### config.mk
export PLATFORM = sky130hd
export DESIGN_NAME = ram_access_scheduler
export DESIGN_NICKNAME = d
export VERILOG_FILES = /design/src/rtl/ram_sched_pkg.sv /design/src/rtl/rr_arbiter.sv /design/src/rtl/ram_access_scheduler.sv
export SDC_FILE = /design/constraint.sdc
export NUM_CORES = 1
export LEC_CHECK = 0
export CELL_PAD_IN_SITES_DETAIL_PLACEMENT = 0
export CELL_PAD_IN_SITES_GLOBAL_PLACEMENT = 1
export CORE_MARGIN = 4
export CORE_UTILIZATION = 30
export CTS_BUF_LIST = sky130_fd_sc_hd__clkbuf_4
export DETAILED_ROUTE_END_ITERATION = 6
export PLACE_DENSITY = 0.81
export SLEW_MARGIN = 30
export SYNTH_ARGS = -nofsm -noshare
export SYNTH_HDL_FRONTEND = slang
export SYNTH_SLANG_ARGS = --single-unit
### constraint.sdc
create_clock -name clk -period 1.5 [get_ports clk]
set_input_delay 0.3 -clock clk [delete_from_list [all_inputs] [get_ports clk]]
set_output_delay 0.3 -clock clk [all_outputs]
set_load 0.01 [all_outputs]
### src/rtl/ram_sched_pkg.sv
// Shared types for the RAM access scheduler.
// Holds the FSM state enum and the 2-bit RAM command codes.
package ram_sched_pkg;

  typedef enum logic [2:0] {
    IDLE,
    ADDR,
    DATA,
    WAIT_TX,
    DONE
  } state_e;

  typedef logic [1:0] cmd_t;

  localparam cmd_t CMD_WR_ADDR = 2'b00;
  localparam cmd_t CMD_WR_DATA = 2'b01;
  localparam cmd_t CMD_RD_ADDR = 2'b10;
  localparam cmd_t CMD_RD_DATA = 2'b11;

endpackage

### src/rtl/rr_arbiter.sv
// Round-robin arbiter, purely combinational.
// Ports: req (requests), ptr (priority start), grant (one-hot), idx (encoded).
module rr_arbiter #(
  parameter int N_REQ = 2,
  parameter int IW    = 1
) (
  input  logic [N_REQ-1:0] req,
  input  logic [IW-1:0]    ptr,
  output logic [N_REQ-1:0] grant,
  output logic [IW-1:0]    idx
);

  int   j;
  logic found;

  // Scan upward from ptr with wrap-around; first hit wins.
  always_comb begin
    grant = '0;
    idx   = '0;
    found = 1'b0;
    j     = 0;
    for (int k = 0; k < N_REQ; k++) begin
      j = int'(ptr) + k;
      if (j >= N_REQ) j = j - N_REQ;
      if (!found && req[j]) begin
        found    = 1'b1;
        grant[j] = 1'b1;
        idx      = IW'(j);
      end
    end
  end

endmodule

### src/rtl/ram_access_scheduler.sv
// Shares the SPI RAM command port between N_REQ round-robin requesters.
// Ports: clk, rst (async high); req/req_we/req_addr/req_wdata in;
//   done/rdata/err/busy out; ram_din/ram_rx_valid to RAM;
//   ram_dout/ram_tx_valid from RAM.
// Option: define RAM_TIMEOUT_EN to bound WAIT_TX to TIMEOUT_CYCLES.
module ram_access_scheduler
  import ram_sched_pkg::*;
#(
  parameter int N_REQ          = 2,
  parameter int ADDR_SIZE      = 8,
  parameter int MEM_WIDTH      = 8,
  parameter int TIMEOUT_CYCLES = 16
) (
  input  logic                       clk,
  input  logic                       rst,
  input  logic [N_REQ-1:0]           req,
  input  logic [N_REQ-1:0]           req_we,
  input  logic [N_REQ*ADDR_SIZE-1:0] req_addr,
  input  logic [N_REQ*MEM_WIDTH-1:0] req_wdata,
  output logic [N_REQ-1:0]           done,
  output logic [MEM_WIDTH-1:0]       rdata,
  output logic                       err,
  output logic                       busy,
  output logic [MEM_WIDTH+1:0]       ram_din,
  output logic                       ram_rx_valid,
  input  logic [MEM_WIDTH-1:0]       ram_dout,
  input  logic                       ram_tx_valid
);

  localparam int IW = (N_REQ > 1) ? $clog2(N_REQ) : 1;

  state_e state, state_n;

  logic [IW-1:0]        ptr;
  logic [IW-1:0]        owner;
  logic [IW-1:0]        gidx;
  logic [N_REQ-1:0]     grant;
  logic                 any_req;
  logic                 we_q;
  logic [MEM_WIDTH-1:0] wdata_q;
  logic                 sel_we;
  logic [ADDR_SIZE-1:0] sel_addr;
  logic [MEM_WIDTH-1:0] sel_wdata;
  logic                 tx_hit;
  logic                 tmo;

  rr_arbiter #(
    .N_REQ(N_REQ),
    .IW   (IW)
  ) u_arb (
    .req  (req),
    .ptr  (ptr),
    .grant(grant),
    .idx  (gidx)
  );

  assign any_req = |grant;

  always_comb begin
    sel_we    = req_we[gidx];
    sel_addr  = req_addr[int'(gidx)*ADDR_SIZE +: ADDR_SIZE];
    sel_wdata = req_wdata[int'(gidx)*MEM_WIDTH +: MEM_WIDTH];
  end

  assign tx_hit = (state == WAIT_TX) && ram_tx_valid;

`ifdef RAM_TIMEOUT_EN
  localparam int CW = $clog2(TIMEOUT_CYCLES + 1);

  logic [CW-1:0] cnt;

  // Data arriving on the last counted cycle beats the timeout.
  assign tmo = (state == WAIT_TX) && !ram_tx_valid &&
               (cnt == CW'(TIMEOUT_CYCLES - 1));

  always_ff @(posedge clk or posedge rst) begin
    if (rst) begin
      cnt <= '0;
      err <= 1'b0;
    end else begin
      err <= tmo;
      if (state != WAIT_TX) cnt <= '0;
      else                  cnt <= cnt + 1'b1;
    end
  end
`else
  assign tmo = 1'b0;
  assign err = 1'b0;
`endif

  always_comb begin
    state_n = state;
    unique case (state)
      IDLE:    if (any_req) state_n = ADDR;
      ADDR:    state_n = DATA;
      DATA:    state_n = we_q ? DONE : WAIT_TX;
      WAIT_TX: if (tx_hit || tmo) state_n = DONE;
      DONE:    state_n = IDLE;
      default: state_n = IDLE;
    endcase
  end

  // Outputs are registered from the next state so they line up
  // with the state they belong to.
  always_ff @(posedge clk or posedge rst) begin
    if (rst) begin
      state        <= IDLE;
      ptr          <= '0;
      owner        <= '0;
      we_q         <= 1'b0;
      wdata_q      <= '0;
      done         <= '0;
      rdata        <= '0;
      busy         <= 1'b0;
      ram_din      <= '0;
      ram_rx_valid <= 1'b0;
    end else begin
      state        <= state_n;
      busy         <= (state_n != IDLE);
      ram_rx_valid <= (state_n == ADDR) || (state_n == DATA);
      done         <= '0;
      if (state == IDLE && any_req) begin
        owner   <= gidx;
        we_q    <= sel_we;
        wdata_q <= sel_wdata;
        ram_din <= {sel_we ? CMD_WR_ADDR : CMD_RD_ADDR,
                    MEM_WIDTH'(sel_addr)};
      end
      if (state == ADDR) begin
        ram_din <= {we_q ? CMD_WR_DATA : CMD_RD_DATA,
                    we_q ? wdata_q : {MEM_WIDTH{1'b0}}};
      end
      if (state_n == DONE) done[owner] <= 1'b1;
      if (tx_hit)   rdata <= ram_dout;
      else if (tmo) rdata <= '0;
      if (state == DONE) begin
        ptr <= (owner == IW'(N_REQ - 1)) ? '0 : owner + 1'b1;
      end
    end
  end

endmodule

==> key figures, run 1 <==
Setup path
  – Worst EP arrival: 1.68 ns
  – Critical path startpoint category: primary input
  – Worst r2r dst: we_q
  – FF-to-FF Start: ptr
  – Critical Path Fanout Max: 3
  – CP endpoint kind: flip-flop
  – WP data required: 1.72 ns
  – Critical path class: in2reg
  – R2r setup slk: 0.14 ns
  – R2R depth: 3

GRT
  – Total gr overflow: 0
  – Initial antenna violation count: 0
  – Global-route wire length before repair: 5858 um
  – Largest net degree at the start of global routing: 37
  – GRT Total Usage: 11.54%
  – Vias in the first global route: 1339

Route
  – Wire length per cell: 13.40 um
  – DR iter-0 viols: 64
  – Routed Antenna Nets: 0
  – Via count: 1306
  – Met3 WL: 383 um
  – DRC Markers: 0
  – Via/cell ratio: 4.566
  – WL final: 3833 um
  – Met1 Routed Length: 1566 um
  – Met2 WL post-DR: 1836 um
  – Max Used Layer: met4
  – DRT Pass-1 Iters: 4

Timing
  – Final setup violation count: 0
  – TNS Setup: 0 ns
  – Fin crit period: 1.454 ns
  – Fmax: 0.6879 GHz
  – Final setup skew: 0.008936 ns
  – RSZ-0062 raised after global routing: false
  – Final hold vios: 0
  – Final Cycle Share: 96.91%
  – Max Transition Viols Final: 0

Hold path
  – Hold Crit Class: in2async

Synth
  – Yosys top cell by area: dfrtp_1
  – Synth area leaders: dfrtp_1 55%, mux2i_1 9.7%, mux2_2 6.1%, a32oi_1 4.2%, o21ai_1 3.9%
  – Synth top area share: 54.50%
  – Post-synth cell types: 29
  – Mapped Area: 1653 um^2
  – Synth top cells by count: 36 x dfrtp_1, 16 x mux2i_1, 14 x nand2_1
  – Syn avg cell area: 12.06 um^2
  – Sequential share of the synthesized area: 54.50%
  – Syn_nets: 184
  – YS warnings: 0
  – Top-count cell post-synth: dfrtp_1
  – #FFs+latches synth: 36
  – Post-synth EDFFs: 0
  – Ys flop type: dfrtp_1
  – Async SR Flop Fraction: 100.0%
  – Synth Instances: 137

Floorplanning
  – Die X: 82.23 um
  – Initial Util: 31.56%
  – Die height: 82.23 um
  – Die Area: 6761 um^2
  – FP Rows: 26
  – Core ar.: 5238 um^2
  – I/O pin total: 70

Clocking
  – Hold_buf cts: 0
  – Clk slew on worst S/H paths: 0.11 ns
  – CTS Buf Count: 5
  – Clock sink count: 36
  – Max clock buf depth: 2
  – CTS tree: yes
  – Clk root buf: clkbuf_4
  – H-tree lvl count: 2
  – Worst-Skew Late Latency: 0.33 ns

Place
  – Gpl congestion: 0.7286
  – Port bufs: 68
  – Dpl hpwl: 2923 um
  – Post-DP Area: 2464 um^2

Power and ir drop
  – Pwr/cell area: 1688 nW/um^2
  – Leak: 1.180 nW
  – Peak supply drop: 0.5793 mV

Cells and area
  – Nets@finish: 263
  – Area Growth Syn to Fin: 51.40%
  – Final instance area: 2502 um^2
  – Layout cell share with drive strength beyond 1: 17.59%
  – Diodes inserted: 0

Status
  – Status: completed

Run
  – Max-cap violations: 0
==> worst max-delay path by stage <==
stage	startpoint	to	slack, ns	depth (start not counted)
6_report	req[0]	we_q	0.05	5
5_1_grt	state[2]	ram_din[5]	0.0002	5
4_1_cts	req[0]	ram_din[5]	0.02	6
3_5_place_dp	req[0]	ram_din[5]	-0.35	6
3_3_place_gp	req[0]	ram_din[5]	-0.30	6
2_1_floorplan	ptr	we_q	0.17	4
==> cell type report <==
type,instances,area (um^2)
inverter,3,11.26
fill,504,2735
clock inverter,2,7.507
multi-input combinational,88,671.9
tap,70,87.58
sequential,36,903.4
clock buffer,5,37.54
timing repair buffer,82,783.3
==> layout by cell type, fill, tap and decap left out, drive strengths merged, types with 5 or more instances in the layout <==
master and instances:
mux2 11, mux2i 16, clkdlybuf4s50 46, dlygate4sd2 22, nand2 14, clkbuf 5
a32oi 8, o21ai 20, buf 14, dfrtp 36
==> state kept, by name (all words and copies together), names as in the netlist <==
register      count
we_q              1
busy              1
ptr               1
done              2
rdata             8
wdata_q           8
ram_rx_valid      1
ram_din          10
owner             1
state             3
==> power by group <==
| part | switching (mW) | internal [mW] |
|---|---|---|
| Combinational | 0.971 | 1.07 |
| Sequential | 0.283 | 1.44 |
| Clock | 0.298 | 0.164 |
==> per-layer routing <==
metal	track usage, %	vias to the layer above
met5	0	-
met4	3.488	0
met3	5.098	7
met2	18.99	49
met1	13.51	605
li1	-	645
==> repair_timing <==
item / 4_1_cts / 5_1_grt
gates resized for setup: 23 / 5
gates cloned: 0 / 0
setup buffers: 0 / 0
endpoints found under the setup margin: 31 / 4
pin swaps: 0 / 0
==> critical path, cell delays in order <==
cell and delay [ns]:
clkdlybuf4s50_1 0.48, inv_1 0.05, o21ai_2 0.25, mux2_4 0.33, mux2_4 0.26
==> cells by family (layout without fill, tap and decap cells) <==
| logic type | after synthesis | in the layout | synth area share (%) |
|---|---|---|---|
| buf+inv | 13 | 92 | 5.450 |
| flops | 36 | 36 | 54.50 |
| simple gates | 27 | 27 | 9.236 |
| mux | 27 | 27 | 17.64 |
| compound gates | 33 | 33 | 12.95 |
| other cells | 1 | 1 | 0.2269 |
==> stage by stage <==
step           utilization, %  worst slack (ns)  instances  power (mW)  hold WS, ns
6_report                47.78           0.04630        286       4.223       0.3237
4_1_cts                 47.49           0.02201        286       4.284       0.3273
2_1_floorplan               -            0.1734        137       2.921       0.4377
5_1_grt                 47.78         0.0001562        286       4.586       0.3291
3_3_place_gp            47.04           -0.3046        279       3.942       0.4651
3_5_place_dp            47.04           -0.3480        279       3.988       0.4727
(Power assumes the default switching activity.)
==> run 2, diff against run 1 <==
ABC_AREA = 1   (was unset)
PLACE_DENSITY = 0.82   (was 0.81)
==> run 2 against run 1 <==
Highest routed layer unchanged; clock power increased by 49%; final cell count up 37%; flip-flop and latch count did not move; clock skew shrank 0.0063 ns; synthesized area increased by 16%; register-to-register slack is essentially flat; combinational power up 23%.
==> key figures, run 2 <==
Cells and area
  – Commonest non-fill, non-tap cell in the layout: nand2_1
  – Number of flip-flops in the largest register: 10 (unchanged)
  – Diodes inserted: 0 (unchanged)
  – Layout cell share with drive strength beyond 1: 12.89% (-4.7 points)
  – Area Growth Syn to Fin: 43.58%
  – Reg with most FFs: ram_din
  – Biggest regs: ram_din (10), rdata (8), wdata_q (8)
  – Commonest cells after routing, fill and taps aside: 89 x nand2_1, 46 x clkdlybuf4s50_1, 36 x dfrtp_1
  – Nets@finish: 364 (+38%)
  – Final instance area: 2758 um^2 (+10%)
  – Final core occ: 45.50% (-2.3 points)

Setup path
  – Critical path class: reg2reg
  – R2r setup slk: 0.15 ns (about the same)
  – CP endpoint kind: flip-flop
  – Critical path startpoint category: flip-flop
  – FF-to-FF Start: state[2]
  – Worst r2r dst: ram_din[2]
  – Critical Path Fanout Max: 12 (+9)
  – R2R depth: 6 (+3)
  – WP data required: 1.73 ns (about the same)
  – Worst EP arrival: 1.58 ns (-0.10 ns)

Synth
  – Synth top cells by count: 89 x nand2_1, 36 x dfrtp_1, 22 x inv_1
  – Sequential share of the synthesized area: 46.91% (-7.6 points)
  – Synth area leaders: dfrtp_1 47%, nand2_1 17%, inv_1 4.3%, nand3_1 4.2%, nor2_1 3.9%
  – YS warnings: 0 (unchanged)
  – Post-synth EDFFs: 0 (unchanged)
  – Synth Instances: 241 (+76%)
  – Yosys top cell by area: dfrtp_1
  – Post-synth cell types: 29 (unchanged)
  – Syn avg cell area: 7.969 um^2 (-34%)
  – Async SR Flop Fraction: 100.0% (unchanged)
  – #FFs+latches synth: 36 (unchanged)
  – Ys flop type: dfrtp_1
  – Mapped Area: 1921 um^2 (+16%)
  – Synth top area share: 46.91% (-7.6 points)
  – Syn_nets: 288 (+57%)
  – Top-count cell post-synth: nand2_1

Route
  – Wire length per cell: 12.00 um (-10%)
  – WL final: 4717 um (+23%)
  – Routed Antenna Nets: 0 (unchanged)
  – DRC Markers: 0 (unchanged)
  – Via count: 1755 (+34%)
  – DRT Pass-1 Iters: 4 (unchanged)
  – Via/cell ratio: 4.466 (-2.2%)
  – DR iter-0 viols: 74 (+16%)

Timing
  – Hold slack: 0.2911 ns (-0.03257 ns)
  – TNS Setup: 0 ns (unchanged)
  – Final hold vios: 0 (unchanged)
  – Fmax: 0.7412 GHz (+7.7%)
  – Final setup violation count: 0 (unchanged)
  – Final Cycle Share: 89.95% (-7.0 points)
  – Fin worst setup slack: 0.1508 ns (+0.1045 ns)
  – Max Transition Viols Final: 0 (unchanged)
  – Fin crit period: 1.349 ns (-0.1045 ns)
  – Final setup skew: 0.002650 ns (-0.006287 ns)
  – RSZ-0062 raised after global routing: false

Hold path
  – Hold Crit Class: in2async

Clocking
  – Clk root buf: clkbuf_4
  – Clk slew on worst S/H paths: 0.11 ns (about the same)
  – Max clock buf depth: 2 (unchanged)
  – Clock sink count: 36 (unchanged)
  – Worst-Skew Late Latency: 0.33 ns (about the same)
  – Post-CTS Resized: 22 (-4.3%)
  – H-tree lvl count: 2 (unchanged)
  – Setup bufs post-CTS: 0 (unchanged)
  – CTS tree: yes
  – Hold_buf cts: 0 (unchanged)
  – CTS Buf Count: 5 (unchanged)

GRT
  – Largest net degree at the start of global routing: 37 (unchanged)
  – Vias in the first global route: 1751 (+31%)
  – Global-route wire length before repair: 7741 um (+32%)
  – Initial antenna violation count: 0 (unchanged)
  – Total gr overflow: 0 (unchanged)
  – GRT Total Usage: 12.56% (+1.0 points)

Place
  – Dpl hpwl: 3666 um (+25%)
  – Gpl congestion: 0.9033 (+24%)
  – Worst slack, placed: -0.08075 ns (+0.2672 ns)
  – Port bufs: 68 (unchanged)
  – Post-DP Area: 2705 um^2 (+9.8%)

Power and ir drop
  – Peak supply drop: 0.9122 mV (+57%)
  – Pwr/cell area: 1794 nW/um^2 (+6.3%)
  – Leak: 1.463 nW (+24%)

Floorplanning
  – I/O pin total: 70 (unchanged)
  – Die Area: 7746 um^2 (+15%)
  – Initial Util: 31.69% (+0.13 points)
  – Die height: 88.01 um (+7.0%)
  – Die X: 88.01 um (+7.0%)
  – FP Rows: 28 (+7.7%)
  – Core ar.: 6061 um^2 (+16%)

Run
  – Max-cap violations: 0 (unchanged)

Status
  – Status: completed
## run 2: cell count changes after synthesis, sizes merged, moves of 13 or more
cell,previous run,this run
inv,3,26
a21oi,1,14
mux2i,16,0
nand2,14,92
nor2,4,22
nand3,0,25
## run 2: power by group
group	switching, mW	internal, mW	total (mW)	leakage [nW]
registers	0.308	1.44	1.75	0.442
logic	1.42	1.09	2.51	0.976
clock network	0.322	0.368	0.689	0.0456
total	2.05	2.90	4.95	1.46
## run 2: kinds of logic after synthesis
family	after synthesis	synth area share, %
other	1	0.1953
buffers and inverters	37	11.34
flip-flops	36	46.91
AO/OA/AOI/OAI	24	6.515
AND/OR/NAND/NOR	143	35.05
## run 2: critical path: stages, from the launching register on
cell and delay [ns]:
dfrtp_1 0.46, nor2_4 0.23, nand2_4 0.18, nand2_4 0.15
nand2_1 0.06, nor2_1 0.12, nor2_1 0.05
## run 2: area by class of cell
cell class,count,area [um^2]
fill,635,3303
multi-input combinational,168,802.0
clock inverter,2,35.03
timing repair buffer,80,780.7
sequential,36,900.9
clock buffer,6,45.04
tap,75,93.84
inverter,26,100.1
## run 2: worst max path at each step
stage          startpoint    endpoint  slack [ns]  cells past startpoint
2_1_floorplan    state[2]  ram_din[2]        0.30                      7
4_1_cts          state[2]  ram_din[2]        0.13                      6
6_report         state[2]  ram_din[2]        0.15                      6
3_3_place_gp       req[1]  wdata_q[3]       -0.07                      8
5_1_grt          state[2]  ram_din[6]        0.02                      6
3_5_place_dp       req[1]  wdata_q[0]       -0.08                      8
## run 2: per-stage QoR
step                power [mW]  std cells
finish                   4.947        393
global route             5.402        393
CTS                      5.026        393
detailed placement       4.525        385
global placement         4.481        385
floorplan                3.434        241
## run 2: routing by layer
layer	track usage, %	vias to the layer above	wire length, um
met2	21.58	54	2208
met3	3.198	3	313
met4	2.060	0	21
li1	-	902	-
met5	0	-	0
met1	16.28	796	2173
==> run 3, diff against run 2 <==
CORE_ASPECT_RATIO = 0.9   (was unset)
SLEW_MARGIN = 5   (was 30)
==> run 3 against run 2 <==
Global-route usage increased by 0.80 points; fmax decreased by 1.4%; worst hold slack improved by 0.028 ns; wire length increased by 5.4%; power decreased by 1.8%; die area about the same; combinational power increased by 2%; highest routed layer unchanged; first-iteration DRC count increased by 72%; critical endpoint is now ram_din[1].
==> key figures, run 3 (synthesis gave the netlist of run 2 again) <==
Status
  – Status: completed

Setup path
  – CP endpoint kind: flip-flop
  – Critical path class: reg2reg
  – Largest stage delay on the critical path: 0.49 ns (+0.03 ns)
  – Most used cell, CP: nor2_1
  – Critical Path Fanout Max: 12 (unchanged)
  – Critical path startpoint category: flip-flop
  – Worst EP arrival: 1.61 ns (+0.03 ns)
  – CP cell instances: nor2_4, nand2_8, nand2_4, nand2_1, nor2_1, nor2_1
  – WP data required: 1.74 ns (about the same)
  – CP max stage cell: dfrtp_1

Timing
  – Final hold vios: 0 (unchanged)
  – Fmax: 0.7308 GHz (-1.4%)
  – Final setup skew: 0.008475 ns (+0.005825 ns)
  – TNS Setup: 0 ns (unchanged)
  – Fin crit period: 1.368 ns (+0.01919 ns)
  – Final Cycle Share: 91.23% (+1.3 points)
  – RSZ-0062 raised after global routing: false
  – Final setup violation count: 0 (unchanged)
  – Max Transition Viols Final: 0 (unchanged)

GRT
  – Initial antenna violation count: 0 (unchanged)
  – GRT Total Usage: 13.35% (+0.80 points)
  – Routing usage on met3: 3.517% (+0.32 points)
  – Global routing's busiest layer: met2
  – Largest net degree at the start of global routing: 37 (unchanged)
  – Met1 Track Usage GR: 18.28% (+2.0 points)
  – Global-route wire length before repair: 8280 um (+7.0%)
  – Met2 GRT Util: 20.55% (-1.0 points)
  – Total gr overflow: 0 (unchanged)
  – Vias in the first global route: 1762 (+0.63%)

Power and ir drop
  – Peak supply drop: 0.4897 mV (-46%)
  – Pwr/cell area: 1756 nW/um^2 (-2.1%)
  – Leak: 1.452 nW (-0.75%)

Route
  – WL final: 4973 um (+5.4%)
  – DRT Pass-1 Iters: 4 (unchanged)
  – Wire length per cell: 12.25 um (+2.1%)
  – Via count: 1752 (-0.17%)
  – Routed Antenna Nets: 0 (unchanged)
  – Via/cell ratio: 4.315 (-3.4%)
  – DRC Markers: 0 (unchanged)
  – DR iter-0 viols: 127 (+72%)

Cells and area
  – Nets@finish: 365 (+0.27%)
  – Biggest regs: ram_din (10), rdata (8), wdata_q (8)
  – Layout cell share with drive strength beyond 1: 12.85% (-0.040 points)
  – Area Growth Syn to Fin: 43.97%
  – Final instance area: 2765 um^2 (+0.27%)
  – Diodes inserted: 0 (unchanged)
  – Commonest cells after routing, fill and taps aside: 89 x nand2_1, 46 x clkdlybuf4s50_1, 36 x dfrtp_1
  – Commonest non-fill, non-tap cell in the layout: nand2_1
  – Final core occ: 44.73% (-0.77 points)
  – Reg with most FFs: ram_din
  – Post-route insts no fill: 406 (+3.3%)
  – Number of flip-flops in the largest register: 10 (unchanged)

Place
  – Placed Cells: 398 (+3.4%)
  – Port bufs: 68 (unchanged)
  – Gpl congestion: 0.7912 (-12%)
  – Post-DP Area: 2728 um^2 (+0.83%)
  – Dpl hpwl: 3786 um (+3.3%)

Floorplanning
  – Die Area: 7748 um^2 (about the same)
  – FP Rows: 27 (-3.6%)
  – I/O pin total: 70 (unchanged)
  – Core ar.: 6182 um^2 (+2.0%)
  – Initial Util: 31.07% (-0.62 points)
  – Die X: 92.34 um (+4.9%)
  – Die height: 83.91 um (-4.7%)

Clocking
  – Worst-Skew Late Latency: 0.34 ns (about the same)
  – CTS Buf Count: 5 (unchanged)
  – Hold_buf cts: 0 (unchanged)
  – CTS tree: yes
  – Clk slew on worst S/H paths: 0.11 ns (about the same)
  – H-tree lvl count: 2 (unchanged)
  – Clk root buf: clkbuf_4
  – Max clock buf depth: 2 (unchanged)
  – Clock sink count: 36 (unchanged)
  – Setup bufs post-CTS: 0 (unchanged)

Run
  – Max-cap violations: 0 (unchanged)

Hold path
  – Hold Crit Class: in2async
[run 3: cell type report]
type	count	area, um^2
Clock buffer	7	52.55
Clock inverter	1	3.754
Fill cell	612	3417
Inverter	26	100.1
Multi-Input combinational cell	168	810.8
Sequential cell	36	900.9
Tap cell	87	108.9
Timing Repair Buffer	81	788.3
[run 3: critical path: cells and delay by family, from the launching register on]
kind             cells  cell delay, ns
flip-flops           1            0.49
AND/OR/NAND/NOR      6            0.80
[run 3: final timing paths]
kind,from,endpoint,slack [ns],depth (start not counted)
min in group clk,rdata[0],rdata[0],0.48,2
setup reg to reg,state[2],ram_din[1],0.13,6
max in group asynchronous,rst,owner,0.99,3
hold / removal,rst,ram_din[1],0.32,3
hold reg to reg,rdata[0],rdata[0],0.48,2
setup / recovery,state[2],ram_din[1],0.13,6
[run 3: stage by stage]
| step | power, mW | setup WS [ns] | hold slack (ns) |
|---|---|---|---|
| final | 4.857 | 0.1316 | 0.3191 |
| after global routing | 5.303 | 0.001988 | 0.3295 |
| after CTS | 4.880 | 0.09095 | 0.3239 |
| after detailed placement | 4.536 | -0.1034 | 0.4640 |
| after global placement | 4.479 | -0.1053 | 0.4607 |
| after floorplan | 3.434 | 0.3048 | 0.4096 |
[run 3: timing repair]
action	4_1_cts	5_1_grt
resized for setup	22	1
hold endpoints to repair	0	0
pin swaps	0	1
endpoints found under the setup margin	22	2
[run 3: layer usage]
metal,routed length (um),up-vias
li1,-,907
met2,2256,59
met5,0,-
met1,2325,782
met4,42,0
met3,348,4
[run 3: report_power, final]
part / internal, mW / leakage [nW] / switching, mW
combinational: 1.12 / 0.977 / 1.43
clock: 0.216 / 0.0338 / 0.314
sequential: 1.44 / 0.442 / 0.333
